`src/rtl/packet_disassembler.sv`:
```
// packet_disassembler
//   Splits one wide response message into SPI-width packets, most significant packet first.
//   Each instance feeds one request slot of the response arbitrator. send_val stays high
//   across all packets of a message so the grant is held. It then drops for at least one
//   cycle between messages so the arbitrator can re-grant.
//
//   Ports
//     clk       clock
//     reset     synchronous, active-high reset
//     recv_val  upstream message valid
//     recv_rdy  block can accept a message (depends on state only)
//     recv_msg  message to disassemble, nbits wide
//     send_val  packet valid (arbitrator req_val)
//     send_rdy  downstream accepts packet (arbitrator req_rdy)
//     send_msg  current packet, packet_nbits wide (arbitrator req_msg)
//
//   state | meaning
//   ------+--------------------------------------------------------------
//   IDLE  | no message held; recv_rdy=1, send_val=0, send_msg=0
//   SEND  | presenting top packet of the shift register; recv_val ignored

module packet_disassembler #(
    parameter int nbits        = 32,
    parameter int packet_nbits = 8
) (
    input  logic                    clk,
    input  logic                    reset,
    input  logic                    recv_val,
    output logic                    recv_rdy,
    input  logic [nbits-1:0]        recv_msg,
    output logic                    send_val,
    input  logic                    send_rdy,
    output logic [packet_nbits-1:0] send_msg
);

    localparam int num_packets = (nbits + packet_nbits - 1) / packet_nbits;
    localparam int cnt_nbits   = (num_packets > 1) ? $clog2(num_packets) : 1;
    localparam int sr_nbits    = num_packets * packet_nbits;

    localparam logic [cnt_nbits-1:0] last_cnt = cnt_nbits'(num_packets - 1);

    typedef enum logic {
        IDLE = 1'b0,
        SEND = 1'b1
    } state_t;

    state_t                 state, state_next;
    logic [sr_nbits-1:0]    shift_reg, shift_next;
    logic [cnt_nbits-1:0]   count, count_next;

    always_ff @(posedge clk) begin
        if (reset) begin
            state     <= IDLE;
            shift_reg <= '0;
            count     <= '0;
        end else begin
            state     <= state_next;
            shift_reg <= shift_next;
            count     <= count_next;
        end
    end

    always_comb begin
        state_next = state;
        shift_next = shift_reg;
        count_next = count;
        recv_rdy   = 1'b0;
        send_val   = 1'b0;
        send_msg   = '0;

        case (state)
            IDLE: begin
                recv_rdy = 1'b1;
                if (recv_val) begin
                    // The cast zero-extends, so any pad bits sit at the top of the first packet.
                    shift_next = sr_nbits'(recv_msg);
                    count_next = '0;
                    state_next = SEND;
                end
            end

            SEND: begin
                send_val = 1'b1;
                send_msg = shift_reg[sr_nbits-1 -: packet_nbits];
                if (send_rdy) begin
                    shift_next = shift_reg << packet_nbits;
                    count_next = count + 1'b1;
                    if (count == last_cnt) begin
                        state_next = IDLE;
                    end
                end
            end

            default: begin
                state_next = IDLE;
            end
        endcase
    end

endmodule

```
`config.mk`:
```
export PLATFORM = sky130hd
export DESIGN_NAME = packet_disassembler
export DESIGN_NICKNAME = d
export VERILOG_FILES = /design/src/rtl/packet_disassembler.sv
export SDC_FILE = /design/constraint.sdc
export NUM_CORES = 1
export LEC_CHECK = 0
export ABC_CLOCK_PERIOD_IN_PS = 1900
export BUFFER_PORTS_ARGS = -buffer_cell sky130_fd_sc_hd__clkbuf_2
export CAP_MARGIN = 20
export CORE_ASPECT_RATIO = 2
export CORE_MARGIN = 1
export CORE_UTILIZATION = 54
export CTS_CLUSTER_DIAMETER = 50
export CTS_CLUSTER_SIZE = 25
export DETAILED_ROUTE_END_ITERATION = 10
export PLACE_DENSITY = 0.83
export SYNTH_ARGS = -nofsm -noshare
export SYNTH_HDL_FRONTEND = slang
export SYNTH_SLANG_ARGS = --single-unit
```
`constraint.sdc`:
```
create_clock -name clk -period 1.9 [get_ports clk]
set_input_delay 0 -clock clk [delete_from_list [all_inputs] [get_ports clk]]
set_output_delay 0 -clock clk [all_outputs]
set_load 0.05 [all_outputs]
```
==> Yosys cells after proc, flatten, opt, wreduce, memory -nomap -nowiden <==
Index checks and enable logic that the tools add are counted.
{ "word_totals": {"word_cells": 22, "register_bits": 35, "in_bits": 36, "output_inout_bits": 10} }
{ "op_classes": {"bitwise": 1, "n_reduce_logical": 1, "eq_ne": 3, "addsub": 1, "n_mux": 13} }
{ "op_table": {"columns": ["operator", "n"], "rows": [
  ["32-bit 2-to-1 mux", 2],
  ["32-bit one-hot mux with 2 select lines", 1],
  ["8-bit 2-to-1 mux", 1],
  ["1-bit 2-to-1 mux", 5],
  ["2-bit 2-to-1 mux", 2],
  ["2-bit != test, second input constant", 2],
  ["2-bit one-hot mux with 2 select lines", 1],
  ["2-bit by 1-bit adder with 2-bit output, second input constant", 1],
  ["2-bit == test, second input constant", 1],
  ["1-bit one-hot mux with 2 select lines", 1],
  ["2-bit AND reduction", 1],
  ["1-bit NOT", 1]
]} }

==> Depth between registers and ports, before layout <==
{ "depth": {"ltp_word": 4, "depth_mapped": 4, "mapped_depth_nobuf": 3} }

==> Least setup slack after synthesis <==
No wires, ideal clock.
{ "synth_timing": {"path_type": "reg2out", "from": "register state", "to": "output port send_msg[0]", "path_buffers": 2, "t_required_ns": 1.900, "slack_ns": 0.270, "path_stages_with_launch": 4, "arrival_time_ns": 1.630, "cell_sequence": "dfxtp_1 buf_6 clkbuf_1 and2_1"} }
{ "synth_between": {"elab_chain_cells": 1} }
{ "synth_rtl": {"columns": ["item", "line", "source"], "rows": [
  ["start: declaration", "47", "state_t state, state_next;"],
  ["start signal: assignment", "57", "state <= state_next;"],
  ["8-bit 2-to-1 mux", "71", "case (state)"],
  ["end: declaration", "33", "output logic [packet_nbits-1:0] send_msg"]
]} }
Every way passes these cells.

==> Final worst setup path <==
{ "layout_timing": {"from": "register state", "to": "output port send_msg[1]"} }
Same word-level chain as after synthesis.

==> results by group <==
Outcome
  • Result of the run: completed

Cells and area
  • Nets: 241
  • Most frequent standard cell in the layout excluding fill and tap cells: clkbuf_2
  • Commonest non-fill, non-tap cells in the layout: 45 x clkbuf_2, 34 x nor2_1, 34 x dfxtp_1
  • Final antenna diode count: 0
  • Number of flip-flops in the largest register: 32
  • Post-synthesis to final-layout area growth: 20.67%
  • Share of layout cells above drive strength 1: 32.68%

Die
  • Die extent in y: 78.93 um
  • Initial cell density of the core: between 50 and 60%
  • I/O pin count: 46
  • Core area: between 2000 and 3000 um^2
  • X dimension of the die: 40.47 um
  • Row Count: 27
  • Full die area: 3194 um^2

Logic synthesis
  • Seq cells post-synth: 35
  • Instance count of the mapped netlist: 156
  • Synthesized area: 1598 um^2
  • Synthesis Warnings: 0
  • Average instance area after synthesis: slightly above 10 um^2
  • Mapped Nets: 193
  • Distinct cells, synth: 20
  • Sequential-to-total area share from yosys stat: a little over two fifths

Clocking
  • Maximum buffer depth of the clock tree: 2
  • Post-cts resize count: 0
  • Number of sinks driven by the clock tree: 35
  • CTS buffer count: 5
  • Clock tree root driver cell: clkbuf_8
  • Setup bufs post-CTS: 0
  • CTS tree: done
  • Number of levels in the clock H-tree: 2
  • Latest clock arrival within the worst-skew pair: approximately 0.28 ns
  • Clock-pin transition on the worst setup and hold timing paths: 0.06 ns

Drt
  • Post-detailed-route wirelength per cell: 13.52 um
  • Detailed-route via count: 1285
  • Detailed-route DRC error count: 0
  • Number of design-rule violations left by the first detailed-router iteration: 27
  • Average via count per standard cell: roughly 5.5
  • Remaining number of nets flagged by the antenna check after routing: 0
  • Total iterations of the first detailed-routing run: 4
  • Sum of routed wire length over all layers: 3163 um

GRT
  • Total global-route track usage: 22.64%
  • First-pass GRT wire length: 5078 um
  • Pin count of the biggest net entering global routing: 50
  • Total congestion overflow after global routing: 0
  • Initial antenna violation count: 0
  • Vias in the first global route: 1200

Pwr
  • Pwr/cell area: 857.2 nW/um^2
  • Overall power after layout: 1.653 mW
  • Leakage power of the design: 0.8476 nW
  • Max IR drop VDD: 0.0006606 V

Worst setup path
  • Crit path required time: 1.90 ns
  • Slowest library cell on the worst path: dfxtp_2
  • Critical path buffers and inverters: 2
  • Critical path class: flip-flop to output pin
  • Crit path max-delay family: buffers and inverters
  • Delay contributed by the slowest stage of the critical path: 0.40 ns
  • Cell-by-cell trace of the critical path: buf_4 > and2_1 > clkbuf_2
  • Worst EP arrival: 1.45 ns
  • CP Capture Type: output pin
  • Largest fanout of any net on the critical path: 20
  • Crit start category: flip-flop

STA
  • Count of pins over their slew limit: 0
  • Measured slew at the worst slew-check pin: 0.7942 ns
  • Unrepaired setup endpoints after global routing: no
  • Share of the cycle needed by the critical path after routing: 76.45%
  • Aggregate negative setup slack: 0 ns
  • Worst slew slack as a fraction of its limit: 47.05%
  • Hold violation total from the final report: 0
  • Setup slack after layout: 0.4474 ns
  • Worst clock skew: 0.004166 ns
  • Final setup violation count: 0
  • Final critical-path required period: about 1.5 ns
  • Fmax achieved: ~0.69 GHz

Place
  • Setup WS pre-CTS: 0.5550 ns
  • Number of buffer cells added on primary ports: 45
  • Final estimated routing congestion in global placement: approximately 0.66
  • Post-DP HPWL: roughly 2300 um

Worst hold path
  • Worst min-delay path category: input pin to flip-flop

Run
  • Max-capacitance violation count: 0
==> metrics by stage <==
step           util (%)  cells  area (um^2)  hold WS, ns
6_report          69.60    234         1928      0.01010
5_1_grt           69.60    234         1928      0.02114
4_1_cts           69.60    234         1928     0.003273
3_5_place_dp      64.14    219         1777       0.2629
3_3_place_gp      64.14    219         1777       0.2513
2_1_floorplan         -    156         1598       0.1142
==> final timing paths <==
| path | start | end | slack [ns] | cells after the start |
|---|---|---|---|---|
| setup / recovery | state$_SDFF_PP0_ | send_msg[1] | 0.45 | 3 |
| hold / removal | recv_msg[5] | shift_reg[5]$_SDFFE_PP0P_ | 0.01 | 3 |
| setup reg to reg | state$_SDFF_PP0_ | shift_reg[26]$_SDFFE_PP0P_ | 0.55 | 3 |
| hold reg to reg | count[0]$_SDFFE_PP0P_ | count[0]$_SDFFE_PP0P_ | 0.49 | 1 |
==> routing by layer <==
layer | vias to the layer above | GRT usage (%) | routed length (um)
met1 | 582 | 25.99 | 1264
met5 | - | 0 | 0
met2 | 40 | 36.35 | 1669
li1 | 656 | - | -
met3 | 7 | 6.983 | 147
met4 | 0 | 9.667 | 81
==> kinds of logic (layout without fill, tap and decap cells) <==
kind of cell             Yosys count  after routing  synth area share, %
AO/OA/AOI/OAI                     36             36                20.36
adder cells (fa/ha/maj)            1              1               0.7830
buffers and inverters             15             64                6.891
flip-flops                        35             35                43.85
multiplexers                      26             26                16.60
AND/OR/NAND/NOR                   43             43                11.51
==> area by class of cell <==
type | count | area [um^2]
Fill cell | 233 | 842.1
Clock buffer | 7 | 76.32
Multi-Input combinational cell | 106 | 787.0
Clock inverter | 1 | 5.005
Inverter | 1 | 3.754
Tap cell | 29 | 36.28
Timing Repair Buffer | 55 | 317.8
Sequential cell | 35 | 701.9
==> Yosys cell counts, drive strengths merged <==
library cell  instances  area share, %
a311oi                1           0.55
a211oi               25             15
dfxtp                35             44
buf                  11            6.0
a32oi                 1           0.55
a21oi                 1           0.31
clkbuf                3           0.70
nor2                 34            8.0
ha                    1           0.78
inv                   1           0.23
mux2i                25             16
and2                  8            3.1
nor2b                 1           0.39
a22oi                 8            3.8
mux2                  1           0.94
==> repair_timing <==
item | CTS | global route
setup endpoints to repair | 0 | 0
hold buffers | 7 | 0
hold endpoints to repair | 7 | 0
==> worst register-to-register path, delay by kind of cell (launching register included) <==
| family | cells | cell delay, ns |
|---|---|---|
| muxes | 1 | 0.52 |
| DFF | 1 | 0.40 |
| and+or+nand+nor | 1 | 0.13 |
| AOI/OAI and AO/OA | 1 | 0.22 |
==> power breakdown <==
group | internal (mW) | switching [mW] | leakage [nW]
Combinational | 0.136 | 0.183 | 0.516
Sequential | 0.795 | 0.0326 | 0.290
Clock | 0.257 | 0.250 | 0.0422
Power figures use the tool's default switching activity.
